--- config.mk ---
export PLATFORM = sky130hd
export DESIGN_NAME = vga_timing_decoder
export DESIGN_NICKNAME = d
export VERILOG_FILES = /design/src/rtl/vga_timing_decoder.sv
export SDC_FILE = /design/constraint.sdc
export NUM_CORES = 1
export LEC_CHECK = 0
export CAP_MARGIN = 25
export CORE_MARGIN = 5
export CORE_UTILIZATION = 53
export CTS_CLUSTER_DIAMETER = 40
export CTS_CLUSTER_SIZE = 30
export DETAILED_ROUTE_END_ITERATION = 10
export GPL_TIMING_DRIVEN = 0
export PLACE_DENSITY_LB_ADDON = 0.1
export SYNTH_ARGS = -nofsm -noshare
export SYNTH_HDL_FRONTEND = slang
export SYNTH_SLANG_ARGS = --single-unit
--- constraint.sdc ---
create_clock -name clk_25m -period 5 [get_ports clk_25m]
set_input_delay 0.5 -clock clk_25m [delete_from_list [all_inputs] [get_ports clk_25m]]
set_output_delay 0.5 -clock clk_25m [all_outputs]
set_load 0.02 [all_outputs]
--- src/rtl/vga_timing_decoder.sv ---
// Recovers pixel_x/pixel_y (generator coordinates delayed 2 clocks) from hsync/vsync; locks after LOCK_FRAMES matched frames.
// Define VGA_DEC_MEASURE_EN to add line_len/frame_lines measurement; otherwise both read 0.
module vga_timing_decoder #(
   parameter int WIDTH       = 800,
   parameter int HEIGHT      = 525,
   parameter int HSYNC_START = 663,
   parameter int VSYNC_START = 490,
   parameter int H_ACTIVE    = 640,
   parameter int V_ACTIVE    = 480,
   parameter int LOCK_FRAMES = 2
) (
   input  logic       clk_25m,
   input  logic       rst_n,
   input  logic       hsync,
   input  logic       vsync,
   output logic [9:0] pixel_x,
   output logic [9:0] pixel_y,
   output logic       valid,
   output logic       locked,
   output logic       frame_start,
   output logic       timing_err,
   output logic [9:0] line_len,
   output logic [9:0] frame_lines
);

   typedef enum logic [1:0] {SEARCH, ACQUIRE, LOCKED} state_t;

   localparam logic [9:0] X_LAST    = 10'(WIDTH - 1);
   localparam logic [9:0] Y_LAST    = 10'(HEIGHT - 1);
   localparam logic [9:0] H_LOAD    = 10'(HSYNC_START);
   localparam logic [9:0] H_PRE     = 10'(HSYNC_START - 1);
   localparam logic [9:0] V_LOAD    = 10'(VSYNC_START);
   localparam logic [9:0] V_PRE     = 10'(VSYNC_START - 1);
   localparam logic [9:0] X_ACT     = 10'(H_ACTIVE);
   localparam logic [9:0] Y_ACT     = 10'(V_ACTIVE);
   localparam logic [7:0] GOOD_LOCK = 8'(LOCK_FRAMES);

   logic       hs1_q, hs2_q, vs1_q, vs2_q;
   state_t     state_q, state_d;
   logic [9:0] x_q, x_d, y_q, y_d;
   logic [7:0] good_q, good_d;
   logic       valid_q, valid_d, locked_q, locked_d;
   logic       frame_start_q, frame_start_d, timing_err_q, timing_err_d;
   logic       h_edge, v_edge, h_edge_nx, v_edge_nx, err;

   // Edge mismatch rules; a missing edge only counts against us once locked.
   function automatic logic sync_err(input state_t st, input logic [9:0] x, input logic [9:0] y,
                                     input logic he, input logic ve);
      logic h_exp, v_exp;
      h_exp = (x == H_PRE);
      v_exp = (x == X_LAST) && (y == V_PRE);
      case (st)
         ACQUIRE: sync_err = (he && !h_exp) || (ve && !v_exp);
         LOCKED:  sync_err = (he != h_exp) || (ve != v_exp);
         default: sync_err = 1'b0;
      endcase
   endfunction

   always_comb begin
      h_edge    = ~hs1_q & hs2_q;
      v_edge    = ~vs1_q & vs2_q;
      h_edge_nx = ~hsync & hs1_q;
      v_edge_nx = ~vsync & vs1_q;
      err       = sync_err(state_q, x_q, y_q, h_edge, v_edge);

      x_d = (x_q == X_LAST) ? 10'd0 : x_q + 10'd1;
      y_d = y_q;
      if (x_q == X_LAST) begin
         y_d = (y_q == Y_LAST) ? 10'd0 : y_q + 10'd1;
      end
      if (h_edge) begin
         x_d = H_LOAD;
      end
      if (v_edge) begin
         y_d = V_LOAD;
      end

      state_d = state_q;
      good_d  = good_q;
      case (state_q)
         SEARCH: begin
            if (v_edge) begin
               state_d = ACQUIRE;
               good_d  = 8'd0;
            end
         end
         ACQUIRE: begin
            if (err) begin
               state_d = SEARCH;
               good_d  = 8'd0;
            end else if (v_edge) begin
               good_d = good_q + 8'd1;
               if (good_d == GOOD_LOCK) begin
                  state_d = LOCKED;
               end
            end
         end
         LOCKED: begin
            if (err) begin
               state_d = SEARCH;
               good_d  = 8'd0;
            end
         end
         default: begin
            state_d = SEARCH;
            good_d  = 8'd0;
         end
      endcase

      // Outputs are registered from next-state values so they line up with pixel_x/pixel_y.
      locked_d      = (state_d == LOCKED);
      valid_d       = locked_d && (x_d < X_ACT) && (y_d < Y_ACT);
      frame_start_d = locked_d && (x_d == 10'd0) && (y_d == 10'd0);
      timing_err_d  = sync_err(state_d, x_d, y_d, h_edge_nx, v_edge_nx);
   end

   always_ff @(posedge clk_25m or negedge rst_n) begin
      if (!rst_n) begin
         hs1_q         <= 1'b1;
         hs2_q         <= 1'b1;
         vs1_q         <= 1'b1;
         vs2_q         <= 1'b1;
         state_q       <= SEARCH;
         x_q           <= 10'd0;
         y_q           <= 10'd0;
         good_q        <= 8'd0;
         valid_q       <= 1'b0;
         locked_q      <= 1'b0;
         frame_start_q <= 1'b0;
         timing_err_q  <= 1'b0;
      end else begin
         hs1_q         <= hsync;
         hs2_q         <= hs1_q;
         vs1_q         <= vsync;
         vs2_q         <= vs1_q;
         state_q       <= state_d;
         x_q           <= x_d;
         y_q           <= y_d;
         good_q        <= good_d;
         valid_q       <= valid_d;
         locked_q      <= locked_d;
         frame_start_q <= frame_start_d;
         timing_err_q  <= timing_err_d;
      end
   end

   assign pixel_x     = x_q;
   assign pixel_y     = y_q;
   assign valid       = valid_q;
   assign locked      = locked_q;
   assign frame_start = frame_start_q;
   assign timing_err  = timing_err_q;

`ifdef VGA_DEC_MEASURE_EN
   logic [9:0] hcnt_q, hcnt_d, vcnt_q, vcnt_d;
   logic [9:0] line_len_q, line_len_d, frame_lines_q, frame_lines_d;

   // Counters saturate so a dead sync input cannot wrap into a plausible value.
   always_comb begin
      hcnt_d        = (hcnt_q == 10'h3ff) ? hcnt_q : hcnt_q + 10'd1;
      line_len_d    = line_len_q;
      vcnt_d        = vcnt_q;
      frame_lines_d = frame_lines_q;
      if (h_edge) begin
         hcnt_d     = 10'd0;
         line_len_d = hcnt_q;
      end
      if (v_edge) begin
         frame_lines_d = (vcnt_q == 10'd0) ? 10'd0 : vcnt_q - 10'd1;
         vcnt_d        = 10'd0;
      end
      if (h_edge && vcnt_d != 10'h3ff) begin
         vcnt_d = vcnt_d + 10'd1;
      end
   end

   always_ff @(posedge clk_25m or negedge rst_n) begin
      if (!rst_n) begin
         hcnt_q        <= 10'd0;
         vcnt_q        <= 10'd0;
         line_len_q    <= 10'd0;
         frame_lines_q <= 10'd0;
      end else begin
         hcnt_q        <= hcnt_d;
         vcnt_q        <= vcnt_d;
         line_len_q    <= line_len_d;
         frame_lines_q <= frame_lines_d;
      end
   end

   assign line_len    = line_len_q;
   assign frame_lines = frame_lines_q;
`else
   assign line_len    = 10'd0;
   assign frame_lines = 10'd0;
`endif

endmodule

==> results.toml, run 1 <==
[power_and_ir_drop]
ir_drop_mv = 0.195
power.switching_uw = 389
comb_power_share_pct = 37.9
power_leakage_nw = 1.38
p_int_uw = 655
power.share.clock_pct = 25.5
p_sw_share_pct = 37.2
seqPwrFrac_pct = 36.6
powerDensity_nw_per_um2 = 321
power_mw = 1.04

[sta]
relSlewSlack_pct = 41.7
final.setup.tns_ns = 0
fmax_mhz = 227
drv_slew = 0
rsz0062_at_grt = "false"
finalHoldViolations = 0
setup_violations = 0
worst_pin_slew_ns = 0.875
period_share_pct = 88.0
min_period_ns = 4.40
fin_worst_skew_ns = 0.00395

[global_routing]
grt_pass1_vias = 2242
antenna_found_initial = 0
grt_pass1_wl_um = 10300
met2_usage_pct = 33.9
met3_usage_pct = 4.50
grt_use_met1_pct = 25.6
grt_max_degree = 39
overflow = 0
track_usage_pct = 20.1
top_usage_layer = "met2"

[die]
dieWidth_um = 81.5
die_height_um = 81.5
rows = 26
start_util_pct = 53.7
core_um2 = 5040
die_area_um2 = 6640
num_io_pins = 48

[detailed_routing]
drtAntennaViolNets = 0
drtIter0Drc = 140
firstDrtPassIters = 4
wire_per_inst_um = 14.2
num_vias = 2364
drc_errors = 0
vias_per_cell = 5.45
wirelength_um = 6160

[clock_tree]
cts_setup_buffers = 0
clk_pin_slew_ns = 0.08
ctsResizeCount = 0
root_buffer = "clkbuf_8"
cts_tree = "yes"
htreeDepth = 2
cts_buffers = 5
clock-sinks = 38
cts_hold_buffers = 0
cts.path.max_buffers = 2
clock_latency_ns = 0.29

[place]
portBuffers = 27
placedCellCount = 426
place.gp.congestion = 0.889
dp_hpwl_um = 4530

[logic_synthesis]
synth_top_area_cell = "dfrtp_1"
synth.area.top_cells = "dfrtp_1 31%, ha_1 7.8%, buf_4 5.5%"
ys_warn_count = 0
ys_ff_latch = 38
synth_ff_type = "dfrtp_1"
synth_edf_count = 0
async_reset_ff_share_pct = 100
synth_top_area_share_pct = 31.4
synth_area_per_cell_um2 = 8.74
synth_cells = 310
ys_types = 57
ys_seq_area_share_pct = 35.3
synthesis.area_um2 = 2710

[worst_setup_path]
rr_endpoint = "frame_start$_DFF_PN0_"
crit_type = "reg -> reg"
worstPathArrival_ns = 4.58
worst_setup_path_end_kind = "register"
rrSetupSlack_ns = 0.60
r2r-start = "pixel_x[0]$_DFF_PN0_"
start_kind = "register"
reg2reg_depth = 17
cp.required_ns = 5.18
critical_path.max_fanout = 10

[layout]
postLayoutCoreUtil_pct = 64.4
nets = 384
n_antenna_cell = 0
syn2layout_area_growth_pct = 19.9
drive_gt1_share_pct = 12.4
finalNonFillerCells = 434

[worst_hold_path]
hold_path_class = "in -> async"

[outcome]
status = "finished, final reports clean"

[run]
cap_violations = 0
-- logic make-up (layout without fill, tap and decap cells) --
group	after synthesis	after routing	share of synthesized area, %
AOI/OAI and AO/OA	54	54	13.1
DFF	38	38	35.3
adders and majority gates	17	17	7.85
other	1	20	0.138
xor gates and xnor gates	19	19	6.14
buffers and inverters	49	84	9.88
muxes	3	3	1.11
and+or+nand+nor	129	129	26.5
-- metal layers --
metal | up-vias | share of wire [%]
met4 | 0 | 0.78
met2 | 75 | 50
met1 | 1118 | 44
met3 | 6 | 5.5
met5 | - | 0
li1 | 1165 | -
-- synth_stat cells, types with 2 or more instances --
library cell,n
dfrtp_1,34
nand2_1,29
buf_4,20
nor2_1,20
o21ai_0,20
ha_1,17
inv_1,14
nand3_1,14
clkbuf_1,12
nor3_1,11
xnor2_1,11
nand4_1,8
xor2_1,8
nor2b_1,7
nand2b_1,6
or3_1,6
a21oi_1,4
a31oi_1,4
and3_1,4
dfstp_2,4
a2111oi_0,3
a211oi_1,3
and4_1,3
mux2i_1,3
nor4_1,3
or2_2,3
a21boi_0,2
a2bb2oi_1,2
nand4b_1,2
nor3b_1,2
nor4b_1,2
o22ai_1,2
o31ai_1,2
or4_4,2
-- cell type report --
class / count / area (um2)
Fill cell: 442 / 1790
Clock inverter: 3 / 45.0
Clock buffer: 5 / 68.8
Multi-Input combinational cell: 242 / 1560
Inverter: 15 / 56.3
Tap cell: 70 / 87.6
Buffer: 34 / 211
Timing Repair Buffer: 27 / 265
Sequential cell: 38 / 956
-- critical path, stage by stage, from the launching register on --
cell and delay [ns]:
dfrtp_1 0.48, ha_1 0.29, and3_1 0.17, buf_2 0.18, and3_1 0.16, clkbuf_1 0.26
clkbuf_1 0.42, nand4_1 0.19, ha_1 0.22, o21a_1 0.18, o21ai_0 0.39, o21ai_0 0.20
nor2b_1 0.20, a2bb2oi_1 0.15, or3_1 0.33, ha_1 0.27, nand4b_1 0.13, nor4_2 0.05
-- flip-flops by register name (all words and copies together) (netlist names), 2 cells and up --
| register | cells |
|---|---|
| state_q | 2 |
| pixel_x | 10 |
| good_q | 8 |
| pixel_y | 10 |
-- cell usage in the layout, fill, tap and decap left out, types with 14 or more instances in the layout --
master / count
nand3_1: 14
o21ai_0: 20
dfrtp_1: 34
buf_4: 20
ha_1: 17
nand2_1: 29
conb_1: 20
inv_1: 14
nor2_1: 20
clkdlybuf4s50_1: 26
-- how the worst max path moves through the flow --
stage	startpoint	end	slack [ns]	cells after the start
final	pixel_x[0]$_DFF_PN0_	frame_start$_DFF_PN0_	0.60	17
after global routing	pixel_x[0]$_DFF_PN0_	frame_start$_DFF_PN0_	0.26	17
after CTS	pixel_x[0]$_DFF_PN0_	frame_start$_DFF_PN0_	0.62	17
after detailed placement	pixel_x[0]$_DFF_PN0_	frame_start$_DFF_PN0_	0.67	17
after global placement	pixel_x[0]$_DFF_PN0_	frame_start$_DFF_PN0_	0.71	17
after floorplan	pixel_x[0]$_DFF_PN0_	frame_start$_DFF_PN0_	1.25	17
-- power by group through the flow --
stage	clock network, mW	registers [mW]	logic [mW]
after global placement	0	0.387	0.384
after CTS	0.277	0.381	0.396
after floorplan	0	0.411	0.248
after global routing	0.292	0.389	0.441
final	0.266	0.382	0.396
after detailed placement	0	0.388	0.392
-- per-stage QoR --
step | hold slack (ns) | worst slack [ns] | area, um2
after floorplan | 0.204 | 1.25 | 2780
after global placement | 0.360 | 0.714 | 3140
after detailed placement | 0.363 | 0.671 | 3130
after CTS | 0.341 | 0.624 | 3250
after global routing | 0.379 | 0.257 | 3250
final | 0.312 | 0.602 | 3250
Power figures use the tool's default switching activity.
==> inputs of run 2 (changes only) <==
--- a/config.mk
+++ b/config.mk
@@ -6,6 +6,7 @@
 export NUM_CORES = 1
 export LEC_CHECK = 0
 export CAP_MARGIN = 25
+export CORE_ASPECT_RATIO = 1.75
 export CORE_MARGIN = 5
 export CORE_UTILIZATION = 53
 export CTS_CLUSTER_DIAMETER = 40
@@ -13,6 +14,7 @@
 export DETAILED_ROUTE_END_ITERATION = 10
 export GPL_TIMING_DRIVEN = 0
 export PLACE_DENSITY_LB_ADDON = 0.1
+export SETUP_SLACK_MARGIN = 0.3
 export SYNTH_ARGS = -nofsm -noshare
 export SYNTH_HDL_FRONTEND = slang
 export SYNTH_SLANG_ARGS = --single-unit
==> run 2 against run 1 <==
Against the previous run:
- setup slack better by 0.19 ns
- critical path type unchanged
- highest routed layer unchanged
- global-route usage down 1.0 points
- register-to-register slack better by 0.19 ns
- critical endpoint unchanged
- worst hold slack worse by 0.011 ns
==> results.toml, run 2 (synthesis results as in run 1) <==
[layout]
syn2layout_area_growth_pct = 19.2
n_antenna_cell = 0
final_common_cell = "dfrtp_1"
post-route-cell-area_um2 = 3230
most-common-layout-cells = "34 x dfrtp_1, 29 x nand2_1, 26 x clkdlybuf4s50_1"
nets = 384
drive_gt1_share_pct = 12.6

[power_and_ir_drop]
powerDensity_nw_per_um2 = 325
power_mw = 1.05
ir_drop_mv = 0.265
power_leakage_nw = 1.38

[detailed_routing]
drc_errors = 0
wire_per_inst_um = 14.9
drtAntennaViolNets = 0
wirelength_um = 6240
num_vias = 2377
vias_per_cell = 5.69
drtIter0Drc = 144
firstDrtPassIters = 4

[place]
dp_hpwl_um = 4620
portBuffers = 27
place.gp.congestion = 0.882
place_area_um2 = 3110

[sta]
min_period_ns = 4.21
period_share_pct = 84.1
fin_worst_skew_ns = 0.0109
rsz0062_at_grt = "false"
setup_violations = 0
finalHoldViolations = 0
final.setup.tns_ns = 0
relSlewSlack_pct = 38.9
worst_pin_slew_ns = 0.894
fmax_mhz = 238
drv_slew = 0

[die]
die_area_um2 = 6700
core_um2 = 4980
start_util_pct = 54.4
num_io_pins = 48
dieWidth_um = 64.1
die_height_um = 105
rows = 34

[global_routing]
track_usage_pct = 19.1
grt_max_degree = 39
antenna_found_initial = 0
overflow = 0
grt_pass1_vias = 2316
grt_pass1_wl_um = 10500

[clock_tree]
clock-sinks = 38
clock_latency_ns = 0.30
cts_buffers = 5
root_buffer = "clkbuf_8"
cts_tree = "yes"
cts.path.max_buffers = 2
clk_pin_slew_ns = 0.09
htreeDepth = 2
cts_setup_buffers = 0

[worst_setup_path]
critical_path.max_fanout = 10
worstPathArrival_ns = 4.39
crit_type = "reg -> reg"
cp.required_ns = 5.18
r2r-start = "pixel_x[0]$_DFF_PN0_"
worst_setup_path_end_kind = "register"
crit_start = "pixel_x[0]$_DFF_PN0_"
start_kind = "register"

[worst_hold_path]
hold_path_class = "in -> async"

[outcome]
status = "finished, final reports clean"

[run]
cap_violations = 0
## run 2: cell counts in the layout (fill, tap and decap cells not counted)
Identical to the previous run, type by type.
## run 2: repair_timing
item                       CTS  global route
setup endpoints to repair    0             1
hold buffers                 0             0
gates resized for setup      0             2
## run 2: worst paths after layout
kind | cells after the start | endpoint | slack [ns]
worst max register to register | 17 | frame_start$_DFF_PN0_ | 0.79
max in group asynchronous | 1 | good_q[6]$_DFFE_PN0P_ | 4.15
min in group clk_25m | 0 | hs2_q$_DFF_PN1_ | 0.37
worst max-delay path | 17 | frame_start$_DFF_PN0_ | 0.79
worst min-delay path | 1 | pixel_y[2]$_DFF_PN0_ | 0.30
worst min register to register | 0 | hs2_q$_DFF_PN1_ | 0.37
## run 2: power breakdown
group	switching, mW	internal, mW
sequential	0.0393	0.345
clock	0.121	0.149
combinational	0.233	0.162
## run 2: worst max-delay path, cell delays in order, from the launching register on
cell       delay [ns]
dfrtp_1          0.47
ha_1             0.29
and3_1           0.17
buf_2            0.19
and3_1           0.17
clkbuf_1         0.26
clkbuf_2         0.30
nand4_1          0.18
ha_1             0.21
o21a_1           0.17
o21ai_0          0.39
o21ai_0          0.19
nor2b_1          0.19
a2bb2oi_1        0.14
or3_1            0.32
ha_1             0.26
nand4b_1         0.13
nor4_2           0.06
## run 2: cell type report
| type | count | area (um2) |
|---|---|---|
| plain buffers | 34 | 213 |
| clock buffers | 5 | 68.8 |
| clock inverters | 3 | 45.0 |
| fillers | 450 | 1750 |
| inverters | 15 | 56.3 |
| multi-input cells | 242 | 1560 |
| flip-flops and latches | 38 | 956 |
| well taps | 54 | 67.6 |
| repair buffers | 27 | 265 |
## run 2: stage by stage
| step | utilization [%] | instances | setup WS, ns | hold slack [ns] |
|---|---|---|---|---|
| CTS | 64.9 | 418 | 0.640 | 0.339 |
| floorplan | - | 329 | 1.25 | 0.204 |
| detailed placement | 62.6 | 410 | 0.672 | 0.362 |
| global route | 64.9 | 418 | 0.407 | 0.380 |
| global placement | 62.7 | 410 | 0.730 | 0.359 |
| finish | 64.9 | 418 | 0.793 | 0.300 |
## run 2: layer usage
| metal | global-route usage, % | vias up | part of all wire (%) | wire length (um) |
|---|---|---|---|---|
| met1 | 22.3 | 1139 | 40 | 2510 |
| li1 | - | 1167 | - | - |
| met2 | 34.1 | 62 | 54 | 3360 |
| met3 | 2.69 | 9 | 4.2 | 260 |
| met5 | 0 | - | 0 | 0 |
| met4 | 7.88 | 0 | 1.7 | 109 |
